==> src/rtl/seq_detect_param.sv <==
// seq_detect_param: parametrised serial pattern detector with runtime-loadable pattern
//   Parameters: PAT_W pattern length (2..16), PAT_INIT pattern after reset, CNT_W match counter width
//   clk_i        rising-edge clock for all state
//   rst_ni       asynchronous active-low reset (release expected synchronous to clk_i)
//   x_i          serial data bit, sampled only when x_vld_i is high
//   x_vld_i      qualifies x_i
//   ovl_i        1 = overlapping detection, 0 = non-overlapping
//   pat_ld_i     loads pat_in_i and discards history (wins over x_vld_i)
//   pat_in_i     new pattern value
//   z_o          one-cycle match pulse, the cycle after the completing bit
//   pat_o        current pattern register
//   match_cnt_o  saturating match count when SEQDET_COUNT_EN is defined, else constant 0
module seq_detect_param #(
    parameter int unsigned      PAT_W    = 3,
    parameter logic [PAT_W-1:0] PAT_INIT = 3'b101,
    parameter int unsigned      CNT_W    = 8
) (
    input  logic             clk_i,
    input  logic             rst_ni,
    input  logic             x_i,
    input  logic             x_vld_i,
    input  logic             ovl_i,
    input  logic             pat_ld_i,
    input  logic [PAT_W-1:0] pat_in_i,
    output logic             z_o,
    output logic [PAT_W-1:0] pat_o,
    output logic [CNT_W-1:0] match_cnt_o
);
    localparam int unsigned     FW   = $clog2(PAT_W + 1);
    localparam logic [FW-1:0]   FULL = FW'(PAT_W);
    logic [PAT_W-1:0] hist_q, hist_d, pat_q, pat_d, new_hist;
    logic [FW-1:0]    fill_q, fill_d, new_fill;
    logic             z_q, z_d, hit;

    always_comb begin
        new_hist = {hist_q[PAT_W-2:0], x_i};
        new_fill = (fill_q == FULL) ? FULL : fill_q + FW'(1);
        // fill guards against a match on stale or cleared history that merely equals pat
        hit      = x_vld_i && !pat_ld_i && (new_fill == FULL) && (new_hist == pat_q);
        hist_d   = pat_ld_i ? '0 : !x_vld_i ? hist_q : (hit && !ovl_i) ? '0 : new_hist;
        fill_d   = pat_ld_i ? '0 : !x_vld_i ? fill_q : (hit && !ovl_i) ? '0 : new_fill;
        z_d      = hit;
        pat_d    = pat_ld_i ? pat_in_i : pat_q;
    end

    always_ff @(posedge clk_i or negedge rst_ni) begin
        if (!rst_ni) begin
            hist_q <= '0;
            fill_q <= '0;
            z_q    <= 1'b0;
            pat_q  <= PAT_INIT;
        end else begin
            hist_q <= hist_d;
            fill_q <= fill_d;
            z_q    <= z_d;
            pat_q  <= pat_d;
        end
    end

    assign z_o   = z_q;
    assign pat_o = pat_q;

`ifdef SEQDET_COUNT_EN
    logic [CNT_W-1:0] cnt_q, cnt_d;

    // a load clears the count even when a pulse is being counted in the same cycle
    assign cnt_d = pat_ld_i ? '0 : (z_q && !(&cnt_q)) ? cnt_q + CNT_W'(1) : cnt_q;

    always_ff @(posedge clk_i or negedge rst_ni) begin
        if (!rst_ni) cnt_q <= '0;
        else         cnt_q <= cnt_d;
    end

    assign match_cnt_o = cnt_q;
`else
    assign match_cnt_o = '0;
`endif
endmodule

==> config.mk <==
export PLATFORM = sky130hd
export DESIGN_NAME = seq_detect_param
export DESIGN_NICKNAME = d
export VERILOG_FILES = /design/src/rtl/seq_detect_param.sv
export SDC_FILE = /design/constraint.sdc
export NUM_CORES = 1
export LEC_CHECK = 0
export ABC_AREA = 1
export CAP_MARGIN = 15
export CORE_AREA = 2 2 39 41
export DETAILED_ROUTE_END_ITERATION = 8
export DIE_AREA = 0 0 41 43
export HOLD_SLACK_MARGIN = 0.06
export MAX_ROUTING_LAYER = met4
export PLACE_DENSITY_LB_ADDON = 0.08
export SLEW_MARGIN = 20
export SYNTH_ARGS = -nofsm -noshare
export SYNTH_HDL_FRONTEND = slang
export SYNTH_SLANG_ARGS = --single-unit
==> constraint.sdc <==
create_clock -name clk_i -period 1.3 [get_ports clk_i]
set_input_delay 0.195 -clock clk_i [delete_from_list [all_inputs] [get_ports clk_i]]
set_output_delay 0.195 -clock clk_i [all_outputs]
set_load 0.02 [all_outputs]
==> out/qor.txt, run 1 <==
Core Region - 1380 um2
Clk Tree Root Cell - clkbuf_4
Largest net degree at the start of global routing - 9
# clock sinks - 8
Compound-Gate Fraction of Synth Area - 4.19%
Worst setup path end - fill_q[0]
Synth Register Bits - 8
RR Startpoint - pat_o[2]
Ports - 21
Finish-stage setup viols - 0
R2R setup slack - 0.10 ns
Cell chain of the critical path - buf_4, inv_1, nand2_1, nand2_1, nor2_2, nand3_2, nand2_1, nand2_1
Wl on met1 - 401 um
Vias per cell - 4.13
H-tree Lvls - 1
Worst Path Required - 1.45 ns
Diode count - 0
Average size of a mapped cell - 7.35 um2
Met2 Routed Length - 424 um
Synthesized area - 478 um2
GRT overflow - 0
R2r endpoint - fill_q[0]
Max frequency - 835 MHz
Die ar. - 1760 um2
Most used cell, CP - nand2_1
Final wirelength - 886 um
TritonCTS clock tree - done
Cells after Synth - 65
Simple-gate share of the synthesized area - 33.0%
IO buf count - 12
Final slew viol count - 0
Setup Skew - 0.0132 ns
VDD IR max - 0.448 mV
RePlAce Congestion - 0.820
Routed length per instance - 8.86 um
Finished Cell Area - 628 um2
DRT Pass-1 Iters - 4
P per Cell Area - 1010 nW/um2
GRT Total Usage - 13.3%
Synth Area in XOR/XNOR - 0%
Later-pin clock latency in the skew report - 0.26 ns
Status - completed
Sequential share of the synthesized area - 42.4%
Critical path startpoint - pat_o[2]
TritonCTS buffer count - 3
Kind of critical path - register to register
Fin crit share - 92.1%
Die Span Y - 43 um
Crit end category - register
Clock tree buffer depth - 2
Final Critical Period - 1.20 ns
Post-DP HPWL - 687 um
Initial antenna violation count - 0
Pleak - 0.338 nW
RSZ-0062 raised after global routing - true
DRC viols - 0
Core Rows - 14
Placed insts - 96
Vias in the first global route - 350
Layout area overhead - 31.4%
Vias - 413
First-pass GRT wire length - 1440 um
Adder-cell share of the synthesized area - 0%
Post-CTS setup buffer count - 0
CP arrival - 1.35 ns
Final nets - 94
Hold WC Path Type - input pin to async pin
Fin cells - 100
Layout cells sized above 1 - 21.4%
Max_cap viols - 0
Synth warn - 0
Iter 0 DRT Violations - 4
Crit path max-delay cell type - dfstp_2
Critical Path Max Stage Delay - 0.52 ns
Critical path startpoint category - register
Reg2Reg Depth - 8
Highest routed layer - met4
Post-DP Area - 614 um2
Largest family of logic cells by synthesized area - simple AND/OR/NAND/NOR gates
Die Span X - 41 um
Routed wl met3 - 48 um
Critical Path Fanout Max - 4
Yosys cell types - 14
Final hold vios - 0
Antenna-violating nets left - 0
Clock-pin slew on the worst setup and hold paths - 0.07 ns
Starting Density - 34.5%
Post-synthesis mux area share - 0%
[through the flow]
step           TNS [ns]  power [W]  hold slack [ns]  worst slack (ns)  utilization, %
2_1_floorplan         0   0.000382           -0.101             0.134               -
3_3_place_gp    -0.0133   0.000434            0.496          -0.00764            44.4
3_5_place_dp    -0.0229   0.000434            0.499          -0.00992            44.4
4_1_cts               0   0.000649            0.234            0.0112            46.1
5_1_grt        -0.00894   0.000683            0.243          -0.00894            45.4
6_report              0   0.000632            0.221             0.103            45.4
[cells in the mapped netlist]
cell type	instances	share of area, %
inv_1	7	5.5
nor2_2	1	1.3
nand3_2	2	4.2
nor2_1	5	3.9
nand2_1	25	20
o21ai_0	3	3.1
nor2_4	1	2.4
a21oi_1	1	1.0
conb_1	1	0.78
dfstp_2	2	11
dfrtp_1	6	31
buf_4	8	13
inv_2	2	1.6
and2_2	1	1.6
[how the worst min path moves through the flow]
| stage | startpoint | end | slack, ns |
|---|---|---|---|
| 4_1_cts | rst_ni | pat_o[1] | 0.23 |
| 2_1_floorplan | rst_ni | fill_q[0] | -0.10 |
| 6_report | rst_ni | hist_q[1] | 0.22 |
| 3_5_place_dp | pat_o[0] | pat_o[0] | 0.50 |
| 5_1_grt | rst_ni | pat_o[1] | 0.24 |
| 3_3_place_gp | fill_q[0] | fill_q[0] | 0.50 |
[logic make-up (layout without fill, tap and decap cells)]
logic type             count (synthesis)  after routing
AOI/OAI and AO/OA                      4              4
buffers and inverters                 17             29
DFF                                    8              8
other                                  1              8
and+or+nand+nor                       35             35
[final cells by class]
type                    instances  area [um2]
clock buffers                   4        26.3
fillers                       163         756
inverters                       9        33.8
multi-input cells              47         208
flip-flops and latches          8         203
well taps                      16        20.0
repair buffers                 16         138
[power by group]
| part | leakage, nW | switching, W | internal, W | total, W |
|---|---|---|---|---|
| Sequential | 0.101 | 0.0000123 | 0.000270 | 0.000282 |
| Combinational | 0.222 | 0.0000819 | 0.0000567 | 0.000139 |
| Clock | 0.0150 | 0.0000938 | 0.000118 | 0.000212 |
| Total | 0.338 | 0.000188 | 0.000444 | 0.000632 |
[flip-flops by register name, summed over array words and instances (netlist names)]
signal,flops
fill_q,2
pat_o,3
hist_q,2
z_o,1
[placed cells by master, fill, tap and decap left out, types with 2 or more instances in the layout]
| cell type | netlist | final |
|---|---|---|
| buf_4 | 8 | 4 |
| clkdlybuf4s50_1 | 0 | 8 |
| inv_1 | 7 | 7 |
| dlygate4sd2_1 | 0 | 2 |
| dfstp_2 | 2 | 2 |
| nand3_2 | 2 | 2 |
| dfrtp_1 | 6 | 6 |
| nor2_1 | 5 | 5 |
| conb_1 | 1 | 8 |
| o21ai_0 | 3 | 3 |
| clkbuf_2 | 0 | 2 |
| clkbuf_4 | 0 | 3 |
| inv_2 | 2 | 2 |
| nand2_1 | 25 | 25 |
[what timing repair did]
item                                   CTS  global route
setup endpoints to repair                4             5
pin swaps                                0             1
endpoints found under the hold margin    0             0
hold buffers                             0             0
resized for setup                        6             2
[worst max-delay path, delay by kind of cell, from the launching register on]
family / cells / cell delay (ns)
buffers and inverters: 2 / 0.14
AND/OR/NAND/NOR: 6 / 0.44
flip-flops: 1 / 0.52
[per-layer routing]
metal / track usage, % / vias up
met1: 15.5 / 187
met4: 10.0 / 0
met3: 4.71 / 2
met5: - / -
li1: - / 214
met2: 17.8 / 10
Note: power is estimated with default switching activity, not from simulation.
==> run 2, diff against run 1 <==
CELL_PAD_IN_SITES_DETAIL_PLACEMENT = 1   (was default)
CELL_PAD_IN_SITES_GLOBAL_PLACEMENT = 1   (was default)
CORE_AREA = default   (was 2 2 39 41)
CORE_MARGIN = 1   (was default)
CORE_UTILIZATION = 27   (was default)
DIE_AREA = default   (was 0 0 41 43)
==> out/qor.txt, run 2 (synthesis results as in run 1) <==
Status - completed
Ports - 21
Worst hold slack - 0.243 ns
Largest net degree at the start of global routing - 9
Routed length per instance - 9.87 um
DRT Pass-1 Iters - 5
# clock sinks - 8
IO buf count - 12
Clock-pin slew on the worst setup and hold paths - 0.05 ns
TritonCTS clock tree - done
First-pass GRT wire length - 1680 um
Critical Path Fanout Max - 4
DRC viols - 0
Final slew viol count - 0
Storage cell area - 203 um2
Core Rows - 14
Core Region - 1580 um2
Vias - 438
Die Span Y - 44.1 um
P per Cell Area - 957 nW/um2
GRT met2 Usage - 21.5%
Pre-CTS setup slack - -0.0566 ns
Vias in the first global route - 421
GRT overflow - 0
Starting Density - 30.3%
Worst Path Required - 1.44 ns
CP arrival - 1.38 ns
Crit path max-delay cell type - dfstp_2
Hold WC Path Type - input pin to async pin
RSZ-0062 raised after global routing - true
Post-DP HPWL - 800 um
Max frequency - 803 MHz
Sum Neg Setup Slack - 0 ns
Pleak - 0.348 nW
Fin crit share - 95.8%
Iter 0 DRT Violations - 4
Worst Setup Slack, final - 0.0549 ns
Setup Skew - 0.00356 ns
Antenna-violating nets left - 0
GRT Total Usage - 13.1%
Diode count - 0
Final Critical Period - 1.25 ns
Cell chain of the critical path - buf_6, inv_2, nand2_1, nand2_1, nor2_2, nand3_2, nand2_1, nand2_1
Final wirelength - 997 um
RePlAce Congestion - 0.730
H-tree Lvls - 1
Die Span X - 44.1 um
Critical Path Max Stage Delay - 0.53 ns
Later-pin clock latency in the skew report - 0.25 ns
Commonest cells after routing, fill and taps aside - 25 x nand2_1, 8 x conb_1, 8 x clkdlybuf4s50_1
Most used cell, CP - nand2_1
Clock tree buffer depth - 2
Most Used Layer, Global Route - met2
Layout cells sized above 1 - 24.7%
Die ar. - 1940 um2
Clk Tree Root Cell - clkbuf_4
Max_cap viols - 0
VDD IR max - 0.502 mV
Kind of critical path - register to register
Final nets - 96
Fillers - 205
Commonest non-fill, non-tap cell in the layout - nand2_1
Met3 usage - 7.35%
Initial antenna violation count - 0
TritonCTS buffer count - 3
Finish-stage setup viols - 0
Crit end category - register
Final hold vios - 0
Met1 usage - 13.3%
Critical path startpoint category - register
Multi-input gate area - 208 um2
Vias per cell - 4.34
Largest register FFs - 3
Layout area overhead - 34.6%
==> run 2: cell types whose count changed in the layout (fill, tap and decap cells not counted) <==
cell	delta
inv_1	-1
buf_6	+1
clkbuf_1	-1
buf_4	+1
inv_2	+1
==> run 2: final timing paths <==
check | to | slack (ns) | startpoint | depth (start not counted)
hold reg to reg | fill_q[0] | 0.50 | fill_q[0] | 2
setup reg to reg | fill_q[1] | 0.05 | pat_o[2] | 8
hold / removal | pat_o[1] | 0.24 | rst_ni | 1
max in group asynchronous | pat_o[0] | 0.73 | rst_ni | 1
min in group clk_i | pat_o[2] | 0.48 | pat_in_i[2] | 3
setup / recovery | fill_q[1] | 0.05 | pat_o[2] | 8
==> run 2: layer usage <==
layer / part of all wire, % / vias to the layer above
met4: 0.60 / 0
met1: 42 / 202
met5: 0 / -
met3: 7.0 / 2
met2: 50 / 15
li1: - / 219
==> run 2: what timing repair did <==
action	in CTS	in global routing
hold buffers	0	0
endpoints found under the setup margin	4	5
cloned	0	0
gates resized for setup	6	4
pin swaps	0	6
buffers inserted	0	2
==> run 2: critical path, delay by kind of cell (launching register included) <==
kind                   cells  cell delay (ns)
DFF                        1             0.53
and+or+nand+nor            6             0.48
buffers and inverters      2             0.12
==> run 2: layout make-up <==
type / instances / area share [%]
inverters: 9 / 5.25
multi-input cells: 47 / 32.3
clock buffers: 3 / 3.50
repair buffers: 18 / 24.3
well taps: 16 / 3.11
flip-flops and latches: 8 / 31.5
==> run 2: metrics by stage <==
step / area, um2 / total power, W / instances / utilization, %
after floorplan: 504 / 0.000382 / 72 / -
after global placement: 614 / 0.000435 / 96 / 39.0
after detailed placement: 614 / 0.000438 / 96 / 39.0
after CTS: 634 / 0.000630 / 99 / 40.2
after global routing: 643 / 0.000666 / 101 / 40.8
final: 643 / 0.000616 / 101 / 40.8
==> run 2: where the power goes <==
group	switching (W)	internal, W
combinational	0.0000863	0.0000624
sequential	0.0000131	0.000270
clock	0.0000785	0.000105
